## src/rtl/hazard_stall_ctrl.sv

```systemverilog
// Pipeline sequencing controller: RAW-hazard stalls, taken-branch flushes and data-memory waits
// for the 5-stage core, with saturating stall/flush statistics and a sticky memory-timeout flag.
module hazard_stall_ctrl #(
    parameter int unsigned BR_FLUSH_CYC = 1,
    parameter int unsigned MEM_TIMEOUT  = 255,
    parameter int unsigned CNT_W        = 16
) (
    input  logic             clk,
    input  logic             rst,
    input  logic [4:0]       src1,
    input  logic [4:0]       src2,
    input  logic             two_src,
    input  logic             fwd_en,
    input  logic [4:0]       ex_dest,
    input  logic             ex_wb_en,
    input  logic             ex_mem_r_en,
    input  logic [4:0]       mem_dest,
    input  logic             mem_wb_en,
    input  logic             br_taken,
    input  logic             mem_req,
    input  logic             mem_ready,
    output logic             pc_freeze,
    output logic             if_id_freeze,
    output logic             if_id_flush,
    output logic             id_ex_flush,
    output logic             pipe_freeze,
    output logic             mem_timeout,
    output logic [CNT_W-1:0] stall_cnt,
    output logic [CNT_W-1:0] flush_cnt
);

    typedef enum logic [1:0] {StRun, StBrFlush, StMemWait} state_t;

    localparam logic [2:0] FlushReload = 3'(BR_FLUSH_CYC - 1);
    localparam logic [7:0] TimeoutVal  = 8'(MEM_TIMEOUT);

    state_t           state_q, state_d, saved_q, saved_d, cur_state;
    logic [2:0]       rem_q, rem_d, saved_rem_q, saved_rem_d, cur_rem;
    logic [7:0]       wait_q, wait_d;
    logic             pend_q, pend_d;
    logic             timeout_q, timeout_d;
    logic [CNT_W-1:0] stall_q, stall_d, flush_q, flush_d;
    logic             ex_hit, mem_hit, hazard, mem_wait, br_eff;

    always_comb begin
        ex_hit  = ex_wb_en && (ex_dest != 5'd0) &&
                  ((src1 == ex_dest) || (two_src && (src2 == ex_dest)));
        mem_hit = mem_wb_en && (mem_dest != 5'd0) &&
                  ((src1 == mem_dest) || (two_src && (src2 == mem_dest)));
        hazard  = fwd_en ? (ex_hit && ex_mem_r_en) : (ex_hit || mem_hit);
    end

    always_comb begin
        mem_wait     = mem_req && !mem_ready;
        // On the mem_ready cycle the controller behaves as the state it was in before the wait.
        cur_state    = (state_q == StMemWait) ? saved_q : state_q;
        cur_rem      = (state_q == StMemWait) ? saved_rem_q : rem_q;
        br_eff       = br_taken || pend_q;
        pc_freeze    = 1'b0;
        if_id_freeze = 1'b0;
        if_id_flush  = 1'b0;
        id_ex_flush  = 1'b0;
        pipe_freeze  = 1'b0;
        state_d      = state_q;
        saved_d      = saved_q;
        rem_d        = rem_q;
        saved_rem_d  = saved_rem_q;
        wait_d       = wait_q;
        pend_d       = pend_q;
        timeout_d    = timeout_q;
        stall_d      = stall_q;
        flush_d      = flush_q;
        if (mem_wait) begin
            pipe_freeze  = 1'b1;
            pc_freeze    = 1'b1;
            if_id_freeze = 1'b1;
            if (state_q != StMemWait) begin
                saved_d     = state_q;
                saved_rem_d = rem_q;
            end
            state_d = StMemWait;
            if (wait_q != TimeoutVal) wait_d = wait_q + 8'd1;
            if (wait_d == TimeoutVal) timeout_d = 1'b1;
            if (br_taken) pend_d = 1'b1;
        end else begin
            wait_d = 8'd0;
            pend_d = 1'b0;
            if (br_eff) begin
                if_id_flush = 1'b1;
                id_ex_flush = 1'b1;
                if (flush_q != {CNT_W{1'b1}}) flush_d = flush_q + 1'b1;
                state_d = (FlushReload != 3'd0) ? StBrFlush : StRun;
                rem_d   = FlushReload;
            end else if (cur_state == StBrFlush) begin
                if_id_flush = 1'b1;
                id_ex_flush = 1'b1;
                rem_d       = cur_rem - 3'd1;
                state_d     = (rem_d == 3'd0) ? StRun : StBrFlush;
            end else begin
                state_d = StRun;
                if (hazard) begin
                    pc_freeze    = 1'b1;
                    if_id_freeze = 1'b1;
                    id_ex_flush  = 1'b1;
                    if (stall_q != {CNT_W{1'b1}}) stall_d = stall_q + 1'b1;
                end
            end
        end
        if (rst) begin
            pc_freeze    = 1'b0;
            if_id_freeze = 1'b0;
            if_id_flush  = 1'b0;
            id_ex_flush  = 1'b0;
            pipe_freeze  = 1'b0;
        end
    end

    always_ff @(posedge clk) begin
        if (rst) begin
            state_q     <= StRun;
            saved_q     <= StRun;
            rem_q       <= 3'd0;
            saved_rem_q <= 3'd0;
            wait_q      <= 8'd0;
            pend_q      <= 1'b0;
            timeout_q   <= 1'b0;
            stall_q     <= '0;
            flush_q     <= '0;
        end else begin
            state_q     <= state_d;
            saved_q     <= saved_d;
            rem_q       <= rem_d;
            saved_rem_q <= saved_rem_d;
            wait_q      <= wait_d;
            pend_q      <= pend_d;
            timeout_q   <= timeout_d;
            stall_q     <= stall_d;
            flush_q     <= flush_d;
        end
    end

    assign mem_timeout = timeout_q;
    assign stall_cnt   = stall_q;
    assign flush_cnt   = flush_q;

endmodule

```

## config.mk

```make
export PLATFORM = sky130hd
export DESIGN_NAME = hazard_stall_ctrl
export DESIGN_NICKNAME = d
export VERILOG_FILES = /design/src/rtl/hazard_stall_ctrl.sv
export SDC_FILE = /design/constraint.sdc
export NUM_CORES = 1
export LEC_CHECK = 0
export ABC_CLOCK_PERIOD_IN_PS = 2300
export CAP_MARGIN = 20
export CORE_MARGIN = 2
export CORE_UTILIZATION = 44
export CTS_CLUSTER_DIAMETER = 80
export DETAILED_ROUTE_END_ITERATION = 12
export HOLD_SLACK_MARGIN = 0.02
export PLACE_DENSITY = 0.76
export SETUP_SLACK_MARGIN = 0.4
export SLEW_MARGIN = 30
export SYNTH_ARGS = -nofsm -noshare
export SYNTH_HDL_FRONTEND = slang
export SYNTH_SLANG_ARGS = --single-unit
```

## constraint.sdc

```tcl
create_clock -name clk -period 2.3 [get_ports clk]
set_input_delay 0.46 -clock clk [delete_from_list [all_inputs] [get_ports clk]]
set_output_delay 0.46 -clock clk [all_outputs]
set_load 0.02 [all_outputs]
```

After elaboration in Yosys (flattened, before gate mapping)
Cells that the tools add are included.

Add/subtract/negate cells: 4. Equality and inequality tests: 11. Muxes and demuxes: 26. Bitwise operators: 3. Reduce and logical (&&, ||, !) cells: 24.

Operators with widths (number): 16-bit by 1-bit adder with 16-bit output, second input constant (2); 16-bit != test, second input constant (2); 5-bit == test (4); 1-bit two-way mux (19); 8-bit two-way mux (2); 5-bit nonzero test (2); 3-bit two-way mux (3); 8-bit by 1-bit adder with 8-bit output, second input constant (1); 8-bit == test, second input constant (1); 1-bit logical AND (8); 8-bit != test, second input constant (1); 2-bit AND reduction (3); 5-bit AND reduction (1); 1-bit logical OR (4); 2-bit two-way mux (2); 4-bit OR reduction (1); 3-bit logical NOT (1); 1-bit NOT (3); 3-bit AND reduction (1); 3-bit by 1-bit subtractor with 3-bit output, second input constant (1); 2-bit by 1-bit == test with 1-bit output, second input constant (1); 2-bit == test, second input constant (1); 2-bit != test, second input constant (1); 2-bit nonzero test (1); other kinds (2) (2).

Bits in registers: 52. Word-level logic and storage cells: 78.

Logic depth before layout (Yosys ltp)
Depth after elaboration: 11. Depth in mapped cells: 9. Gate-level depth less buffers: 8.

Worst setup path before layout
Ideal clock, no wire load.

Path type: input to output. Start: input ex_dest[2]. End: output pc_freeze. Arrival time: 2.091 ns. Path slack: -0.251 ns. Stages: 6. Buffers on the path: 1. Cells stage by stage: xor2_1 -> nor4_2 -> a32oi_1 -> o22a_2 -> a21boi_0 -> buf_4.

Cells in the longest elaborated chain, start to end: 11. Elaborated cells between the ends (all ways): 15.

RTL lines: from (decl) (line 14) `input logic [4:0] ex_dest,`; 5-bit == test (line 47) `((src1 == ex_dest) || (two_src && (src2 == ex_dest)));`; 1-bit logical AND (line 47); 1-bit logical OR (line 47); 1-bit logical AND (*) (line 46) `ex_hit = ex_wb_en && (ex_dest != 5'd0) &&`; 1-bit logical OR / 1-bit logical AND (equally long branches) (line 50) `hazard = fwd_en ? (ex_hit && ex_mem_r_en) : (ex_hit || mem_hit);`; 1-bit two-way mux (*) (line 50); 1-bit two-way mux (*) (5 in series); to (decl) (line 22) `output logic pc_freeze,`.

Every way passes the cells marked *; elsewhere a longest branch is shown, timed or not.

Final worst setup path
Start: input src2[1]. End: output id_ex_flush.

Cells in the longest elaborated chain, start to end: 11. Elaborated cells between the ends (all ways): 16.

RTL lines: from (decl) (line 11) `input logic [4:0] src2,`; 5-bit == test, on equally long branches (line 47, 49); 1-bit logical AND, on equally long branches (line 47, 49); 1-bit logical OR, on equally long branches (line 47, 49); 1-bit logical AND, on equally long branches (line 46, 48); 1-bit logical OR / 1-bit logical AND (equally long branches) (line 50); 1-bit two-way mux (*) (line 50); 1-bit two-way mux (*) (line 101) `if (hazard) begin`; 1-bit two-way mux (*) (line 94) `end else if (cur_state == StBrFlush) begin`; 1-bit two-way mux (*) (line 88) `if (br_eff) begin`; 1-bit two-way mux (*) (line 73) `if (mem_wait) begin`; 1-bit two-way mux (*) (line 109) `if (rst) begin`; to (decl) (line 25) `output logic id_ex_flush,`.

Marks and branches as above.

==> flow_summary_export.csv <==
group,metric,value,unit
final_layout,antenna_cells,0,
floorplanning,start_util,45.8,%
power_and_ir_drop,ir_worst_vdd,0.278,mV
sta,hold_violations,0,
yosys,ys_seq_elements,52,
clock_network,h-tree-depth,2,
final_layout,design_area,4050,µm²
power_and_ir_drop,powerDensity,418,nW/µm²
detailed_routing,firstDrtPassIters,4,
yosys,ys_top_cells_by_count,"52 x dfxtp_1, 35 x nor2_1, 28 x nand2_1, 26 x o21ai_0, 25 x a21oi_1",
placement,place.gp.congestion,0.868,
detailed_routing,totalWireLength,7210,µm
final_layout,layout-drive-gt1-share,26.0,%
clock_network,clk_pin_slew,90,ps
yosys,async_flop_share,0,%
setup_path,critical_path_peak_fanout,3,
setup_path,worst-setup-path-type,"in2out",
clock_network,cts_tree,"built",
setup_path,start_kind,"input port",
global_route,grt_pass1_vias,2544,
detailed_routing,ant_nets,0,
power_and_ir_drop,power.internal,1.25,mW
power_and_ir_drop,switching_power,440,µW
clock_network,cts_sinks,52,
sta,final.min_clock_period,2300,ps
global_route,grt_overflow,0,
power_and_ir_drop,total_power,1.69,mW
global_route,met2_usage,37.9,%
detailed_routing,num_vias,2734,
yosys,yosys_most_used_dff,"dfxtp_1",
global_route,grt_max_degree,24,
setup_path,r2r-end,"stall_cnt[11]",
floorplanning,dieArea,6850,µm²
min_path,hold_class,"reg2reg",
clock_network,cts_made_buffers,5,
final_layout,area_delta_synth_final,48.3,%
sta,maxSlewHeadroom,79.4,%
yosys,syn-num-nets,366,
setup_path,timing.rr.start,"state_q[1]",
min_path,whs_path_depth,2,
setup_path,crit_family,"compound AO/OA/AOI/OAI gates",
setup_path,required,1840,ps
power_and_ir_drop,pwr-share-seq,54.2,%
global_route,grt_use_total,21.0,%
setup_path,worst_r2r_path_depth,8,
power_and_ir_drop,comb_power_share,14.7,%
yosys,avgSynthCellArea,8.25,µm²
yosys,ys.warnings.count,0,
power_and_ir_drop,clockPowerShare,31.1,%
placement,place_hpwl,5180,µm
setup_path,ff2ff_setup_slack,30,ps
global_route,antenna_found_initial,0,
yosys,synth_area,2730,µm²
detailed_routing,routed_via_density,5.37,
floorplanning,coreArea,5960,µm²
power_and_ir_drop,switching_share,26.0,%
yosys,synth.top_cell.area_share,38.1,%
setup_path,slowest_delay,300,ps
detailed_routing,drtIter0Drc,99,
global_route,groute.layer.met1.usage,23.9,%
detailed_routing,routedWlPerCell,14.2,µm
setup_path,worst_setup_path_end_kind,"output port",
global_route,use_met3,4.11,%
min_path,hold_end,"saved_rem_q[2]",
sta,slew_violations,0,
clock_network,clockRootBuffer,"clkbuf_8",
clock_network,worstSkewPairLatency,310,ps
sta,rsz0062_at_grt,"yes",
yosys,netlist_top_cells_area,"dfxtp_1 38%, xor2_1 7.7%, nor2_1 4.8%",
setup_path,worst_ep_arrival_time,1840,ps
floorplanning,die_width,82.8,µm
floorplanning,ioPinCount,68,
sta,setup_viol,0,
yosys,synth_cells,331,
yosys,synth_edf_count,0,
clock_network,cts_buffer_depth,2,
setup_path,cp_num_buf_inv,2,
sta,hold_slack,474,ps
floorplanning,fp-row-count,28,
detailed_routing,drc_errors,0,
global_route,grt.busiest_layer,"met2",
setup_path,critPathSlowestCell,"nor4_2",
sta,max_freq,435,MHz
min_path,min-delay-start,"rem_q[2]",
floorplanning,die_h,82.8,µm
outcome,status,"completed",
placement,dpl_cell_area,3710,µm²
yosys,yosys.area.top_type,"dfxtp_1",
sta,worstMarginPinSlew,307,ps
yosys,synth.most_common_cell,"dfxtp_1",
sta,period_share,99.8,%
yosys,ys_types,42,
yosys,yosysSeqAreaShare,38.1,%
placement,portBuffers,67,
power_and_ir_drop,power.static_leakage,1.61,nW
sta,skew,6.39,ps
final_layout,layout.nets,468,
flow_run,cap_violations,0,
global_route,grt_pass1_wl,11200,µm
final_layout,fillers,462,
setup_path,worstPathCellList,"buf_2 -> xor2_1 -> nor4_2 -> a32oi_1 -> o22a_2 -> a211oi_2 -> buf_4",
layout make-up:
| type | instances | area (µm²) | area share (%) |
|---|---|---|---|
| clock buffer | 5 | 68.8 | 1.70 |
| clock inverter | 3 | 18.8 | 0.464 |
| inverter | 9 | 33.8 | 0.835 |
| multi-input combinational | 258 | 1800 | 44.4 |
| sequential | 52 | 1050 | 26.1 |
| tap | 75 | 93.8 | 2.32 |
| timing repair buffer | 107 | 981 | 24.2 |
tightest hold or removal path: stages (launching register included):
cell	delay, ps
dfxtp_1	330
nand2_1	60
a21oi_1	50
power groups by stage:
| stage | Clock, mW | Combinational [mW] | Sequential (mW) |
|---|---|---|---|
| floorplan | 0 | 0.0940 | 0.940 |
| global placement | 0 | 0.223 | 0.937 |
| detailed placement | 0 | 0.227 | 0.937 |
| CTS | 0.538 | 0.233 | 0.916 |
| global route | 0.569 | 0.266 | 0.917 |
| finish | 0.526 | 0.248 | 0.916 |
kinds of logic after synthesis:
group                      after synthesis  synth area share, %
buffers and inverters                   21                 3.30
AOI/OAI and AO/OA                       69                 15.1
xor gates and xnor gates                34                 10.9
DFF                                     52                 38.1
muxes                                    8                 3.07
and+or+nand+nor                        142                 27.2
adders and majority gates                5                 2.29
per-layer routing:
| metal | vias up | share of wire, % |
|---|---|---|
| li1 | 1378 | - |
| met1 | 1268 | 42 |
| met2 | 72 | 52 |
| met3 | 16 | 4.2 |
| met4 | 0 | 1.6 |
| met5 | - | 0 |
what timing repair did:
| item | in CTS | in global routing |
|---|---|---|
| endpoints found under the setup margin | 34 | 34 |
| buffers inserted | 4 | 3 |
| hold buffers | 0 | 0 |
| gates resized for setup | 118 | 49 |
| pin swaps | 24 | 10 |
sequential cells by signal, indices dropped and copies added (netlist names):
name / count
pend_q: 1
stall_cnt: 16
mem_timeout: 1
saved_rem_q: 3
state_q: 2
wait_q: 8
rem_q: 3
flush_cnt: 16
saved_q: 2
metrics by stage:
| step | cells | TNS (ps) | setup slack [ps] | util [%] |
|---|---|---|---|---|
| 2_1_floorplan | 331 | -94.1 | -49.6 | - |
| 3_5_place_dp | 494 | -12680 | -929 | 62.4 |
| 4_1_cts | 506 | 0 | 39.9 | 64.9 |
| 6_report | 509 | 0 | 3.56 | 68.0 |
| 3_3_place_gp | 494 | -10850 | -875 | 62.4 |
| 5_1_grt | 509 | -241 | -63.0 | 68.0 |
cells in the final DEF, fill, tap and decap left out, types with 3 or more instances in the layout:
| cell type | synthesis | final |
|---|---|---|
| a21oi_1 | 25 | 22 |
| a21oi_2 | 0 | 3 |
| a31oi_1 | 4 | 4 |
| and3_1 | 11 | 10 |
| and4_1 | 4 | 4 |
| buf_2 | 0 | 8 |
| buf_4 | 1 | 33 |
| buf_6 | 1 | 16 |
| clkbuf_8 | 0 | 5 |
| clkdlybuf4s50_1 | 0 | 34 |
| dfxtp_1 | 52 | 45 |
| dfxtp_2 | 0 | 5 |
| dlygate4sd2_1 | 0 | 7 |
| dlymetal6s2s_1 | 0 | 4 |
| ha_1 | 5 | 4 |
| inv_1 | 9 | 9 |
| mux2_4 | 0 | 3 |
| mux2i_1 | 5 | 5 |
| nand2_1 | 28 | 26 |
| nand3_1 | 8 | 8 |
| nand4_1 | 9 | 9 |
| nor2_1 | 35 | 35 |
| nor2b_1 | 6 | 3 |
| nor2b_4 | 0 | 3 |
| nor3_1 | 10 | 7 |
| o21ai_0 | 26 | 19 |
| o21ai_1 | 0 | 7 |
| or3_1 | 13 | 12 |
| or4_1 | 6 | 3 |
| or4_4 | 0 | 3 |
| xnor2_1 | 10 | 9 |
| xor2_1 | 24 | 22 |
worst max path at each step:
| stage | from | to | slack, ps | depth (start not counted) |
|---|---|---|---|---|
| 2_1_floorplan | ex_dest[2] | pc_freeze | -50 | 6 |
| 3_3_place_gp | src2[2] | id_ex_flush | -870 | 7 |
| 3_5_place_dp | src2[2] | if_id_freeze | -930 | 7 |
| 4_1_cts | pend_q | stall_cnt[11] | 40 | 8 |
| 5_1_grt | state_q[1] | stall_cnt[11] | -60 | 8 |
| 6_report | src2[1] | id_ex_flush | 4 | 7 |
(Power assumes the default switching activity.)
